## config.mk

```make
export PLATFORM = sky130hd
export DESIGN_NAME = cmp_search
export DESIGN_NICKNAME = d
export VERILOG_FILES = /design/src/rtl/cmp_search.sv
export SDC_FILE = /design/constraint.sdc
export NUM_CORES = 1
export LEC_CHECK = 0
export ABC_AREA = 1
export CAP_MARGIN = 20
export CORE_UTILIZATION = 50
export CTS_CLUSTER_SIZE = 40
export DETAILED_ROUTE_END_ITERATION = 6
export DONT_BUFFER_PORTS = 1
export PLACE_DENSITY = 0.69
export SYNTH_ARGS = -nofsm -noshare
export SYNTH_HDL_FRONTEND = slang
export SYNTH_SLANG_ARGS = --single-unit
```

## constraint.sdc

```tcl
create_clock -name clk -period 4.36 [get_ports clk]
set_input_delay 0.218 -clock clk [delete_from_list [all_inputs] [get_ports clk]]
set_output_delay 0.218 -clock clk [all_outputs]
set_load 0.01 [all_outputs]
```

## src/rtl/cmp_search.sv

```systemverilog
// cmp_search: binary-search driver that recovers a hidden comparator operand
module cmp_search #(
   parameter int W = 4
) (
   input  logic                    clk,
   input  logic                    rst,
   input  logic                    start,
   output logic [W-1:0]            guess,
   input  logic                    eq,
   input  logic                    lt,
   input  logic                    gt,
   output logic                    busy,
   output logic                    done,
   output logic                    err,
   output logic [W-1:0]            result,
   output logic [$clog2(W+2)-1:0]  steps
);
   localparam int SW = $clog2(W+2);
   localparam logic [W-1:0] MAX = '1;
   localparam logic [W-1:0] ONE = 1;
   localparam logic [SW-1:0] SONE = 1;
   typedef enum logic [1:0] {IDLE, SEARCH, DONE, ERR} state_t;
   state_t state;
   logic [W-1:0] lo, hi, gp1, gm1;
   logic [2:0] f;
   assign f = {eq, lt, gt};
   assign gp1 = guess + ONE;
   assign gm1 = guess - ONE;
   // midpoint taken in W+1 bits so lo+hi never wraps
   function automatic logic [W-1:0] mid(input logic [W-1:0] a, input logic [W-1:0] b);
      logic [W:0] s;
      s = {1'b0, a} + {1'b0, b};
      return s[W:1];
   endfunction
   // search FSM: narrows [lo,hi] on each sampled comparator response
   always_ff @(posedge clk) begin
      if (rst) begin
         state  <= IDLE;
         guess  <= '0;
         result <= '0;
         steps  <= '0;
         busy   <= 1'b0;
         done   <= 1'b0;
         err    <= 1'b0;
         lo     <= '0;
         hi     <= '0;
      end else if (state != SEARCH) begin
         if (start) begin
            state <= SEARCH;
            lo    <= '0;
            hi    <= MAX;
            guess <= MAX >> 1;
            steps <= '0;
            busy  <= 1'b1;
            done  <= 1'b0;
            err   <= 1'b0;
         end
      end else begin
         steps <= steps + SONE;
         if (f == 3'b100) begin
            result <= guess;
            state  <= DONE;
            busy   <= 1'b0;
            done   <= 1'b1;
         end else if (f == 3'b010 && guess != hi) begin
            lo    <= gp1;
            guess <= mid(gp1, hi);
         end else if (f == 3'b001 && guess != lo) begin
            hi    <= gm1;
            guess <= mid(lo, gm1);
         end else begin
            state <= ERR;
            busy  <= 1'b0;
            err   <= 1'b1;
         end
      end
   end
endmodule

```

==> results by group <==
Status
  – Status: complete, but fails checks
  – Failing checks: design-rule violations

STA
  – Slew margin rel.: 64.1%
  – Skew final: between 0.005 and 0.006 ns
  – Setup TNS: 0 ns
  – Final setup fails: 0
  – F_max: about 450 MHz
  – Final Max Tran Viols: 0
  – Slew @ Worst Pin: roughly 0.54 ns
  – RSZ-0062 raised after global routing: false
  – Final Cycle Share: 51.2%
  – Crit path time final: approximately 2.2 ns
  – Final Hold Vio Count: 0
  – Final hold slack: between 0.09 and 0.1 ns

Route
  – Starting DRT DRC Count: 71
  – Pre-Repair DR Iteration Count: 7
  – Via density: 5.57
  – DRC violations left: 1
  – Post-route ant nets: 0
  – Vias: 1365
  – WL/cell: about 14 µm
  – Total wire length: ~3.5 mm

Yosys
  – Asr flop ratio synth: 0%
  – Synth Area per Inst: 7.29 µm²
  – Count leader, synth: nand2_1
  – Sequential share of the synthesized area: between 30% and 40%
  – Cells after Synth: between 200 and 250
  – Mapped Nets: ~230
  – Ys flop type: dfxtp_1
  – Synth cell count leaders: nand2_1, dfxtp_1, a21oi_1, nor2_1, nand3_1
  – EDFF count, synth: 0
  – Synth area leader: dfxtp_1
  – Seq cells post-synth: 24
  – Synth Warn #: 0
  – Synth top area share: just over 30%
  – Synth Cell Area: 1550 µm²
  – Synth top area cells: dfxtp_1, nand2_1, ha_1, a21oi_1, nand3_1
  – Unique masters post-synth: 28

Layout
  – Share of post-route cells with drive strength above 1: between 10% and 20%
  – # diodes: 0
  – Area Growth Syn to Fin: 5.59%
  – Final layout net count: 235

Floorplan
  – Row count: 19
  – # IOs: 20
  – Core Area: roughly 2900 µm²
  – DIE HEIGHT: approximately 58 µm
  – Die X-Extent: ~58 µm
  – Total Die Area: roughly 3300 µm²
  – Initial Utilization: ~54%

CTS
  – Clock sinks: 24
  – Post_cts resized: 0
  – Reg clk slew, reported paths: about 0.14 ns
  – Clk_lat worst skew: about 0.32 ns
  – Clock root cell: clkbuf_4
  – Htree depth: 1
  – Clk buf depth: 2
  – CTS tree: built
  – Number of CTS-inserted buffers: 3

Global routing
  – Largest net degree at the start of global routing: 15
  – Vias in the first global route: roughly 1300
  – First-pass GRT wire length: around 6 mm
  – Initial antenna violation count: 0
  – GR Overflow Total: 0
  – GRT Total Usage: a little under a quarter

Critical path
  – Buf+Inv Stages, Crit Path: 2
  – Startpoint Class: flop
  – Critical path class: reg2reg
  – Slowest cell on crit path: dfxtp_1
  – Critical Path Max Stage Delay: 0.45 ns
  – Critical Path, Cell by Cell: inv_1, ha_1, inv_1, fa_1, o21a_1, nand3_1, nand2_1, nor2_1, nor2_1, nor2_2
  – Worst endpoint required time: 4.63 ns
  – Worst path arrival time: roughly 2.5 ns
  – Largest delay contributor family on the critical path: adder cells
  – CP endpoint kind: flop
  – Crit path max fanout: 8

Power
  – Combinational fraction of design power: 36.2%
  – Flop pwr share: between 30% and 40%
  – Pwr Total: ~670 µW
  – Peak VDD IR: between 0.2 and 0.3 mV
  – P_int: around 420 µW
  – Leakage: between 0.7 and 0.8 nW
  – Clock share of power: 24.3%
  – Pwr/cell area: between 400 and 500 nW/µm²
  – Net switching power: about 250 µW
  – Switching share of power: between 30% and 40%

Place
  – IO buf count: 0
  – GP Congestion: approximately 0.98
  – Final HPWL DP: about 2.8 mm

Min path
  – Worst Hold Class: in2reg

Flow run
  – Max-cap violation count: 0
-- power groups by stage --
stage | registers (mW) | clock network [mW] | logic [mW]
after global placement | 0.270 | 0 | 0.233
final | 0.266 | 0.163 | 0.244
after floorplan | 0.265 | 0 | 0.197
after global routing | 0.269 | 0.174 | 0.276
after detailed placement | 0.271 | 0 | 0.239
after CTS | 0.266 | 0.166 | 0.243
-- cell usage in the layout (no fill, tap or decap), types with 2 or more instances in the layout --
cell type	n
nand2_1	53
clkbuf_4	3
o211ai_1	3
nor2_1	19
nor3_1	2
nor2_2	4
inv_2	8
xor2_1	6
a21oi_1	19
fa_1	2
nand2_4	6
o21ai_1	4
dfxtp_1	24
inv_1	14
o21ai_0	3
nand2_2	5
ha_1	12
nand3_1	16
-- cells by family (layout without fill, tap and decap cells) --
family | Yosys count | after routing | share of synthesized area, %
flip-flops | 24 | 24 | 31.1
adder cells (fa/ha/maj) | 14 | 14 | 12.3
buffers and inverters | 25 | 27 | 6.32
AO/OA/AOI/OAI | 32 | 32 | 11.3
XOR/XNOR | 7 | 7 | 3.97
AND/OR/NAND/NOR | 110 | 110 | 35.0
-- layout make-up --
class | instances | area (µm²)
flip-flops and latches | 24 | 480
well taps | 31 | 38.8
inverters | 22 | 82.6
fillers | 280 | 1220
clock inverters | 1 | 30.0
clock buffers | 3 | 22.5
multi-input cells | 163 | 967
repair buffers | 1 | 10.0
-- state kept, by name (all words and copies together), names as in the netlist, 2 cells and up --
register  cells
guess         4
state         2
hi            4
lo            4
steps         3
result        4
-- final timing paths --
check	startpoint	endpoint	slack, ns	cells past startpoint
worst min register to register	state[0]	state[0]	0.48	2
worst max-delay path	guess[0]	guess[3]	2.13	10
worst min-delay path	start	busy	0.1	2
worst max register to register	guess[0]	guess[3]	2.13	10
-- per-stage QoR --
step,instance area [µm²],utilization [%],worst slack [ns],instances
final,1630,57.2,2.13,245
after global routing,1630,57.2,2.00,245
after CTS,1630,57.2,2.11,245
after detailed placement,1570,55.0,2.17,240
after global placement,1570,55.0,2.19,240
after floorplan,1550,-,2.38,212
-- timing repair --
item | CTS | global route
hold buffers | 1 | 0
endpoints found under the hold margin | 11 | 0
setup buffers | 0 | 0
setup endpoints to repair | 0 | 0
-- routing by layer --
layer	vias up	wire, µm	GRT usage (%)
met3	4	277	4.76
met2	48	1570	35.5
met4	0	53	6.97
met1	621	1580	33.2
li1	692	-	-
met5	-	0	0
No activity file was read; power rests on OpenSTA's default activity.
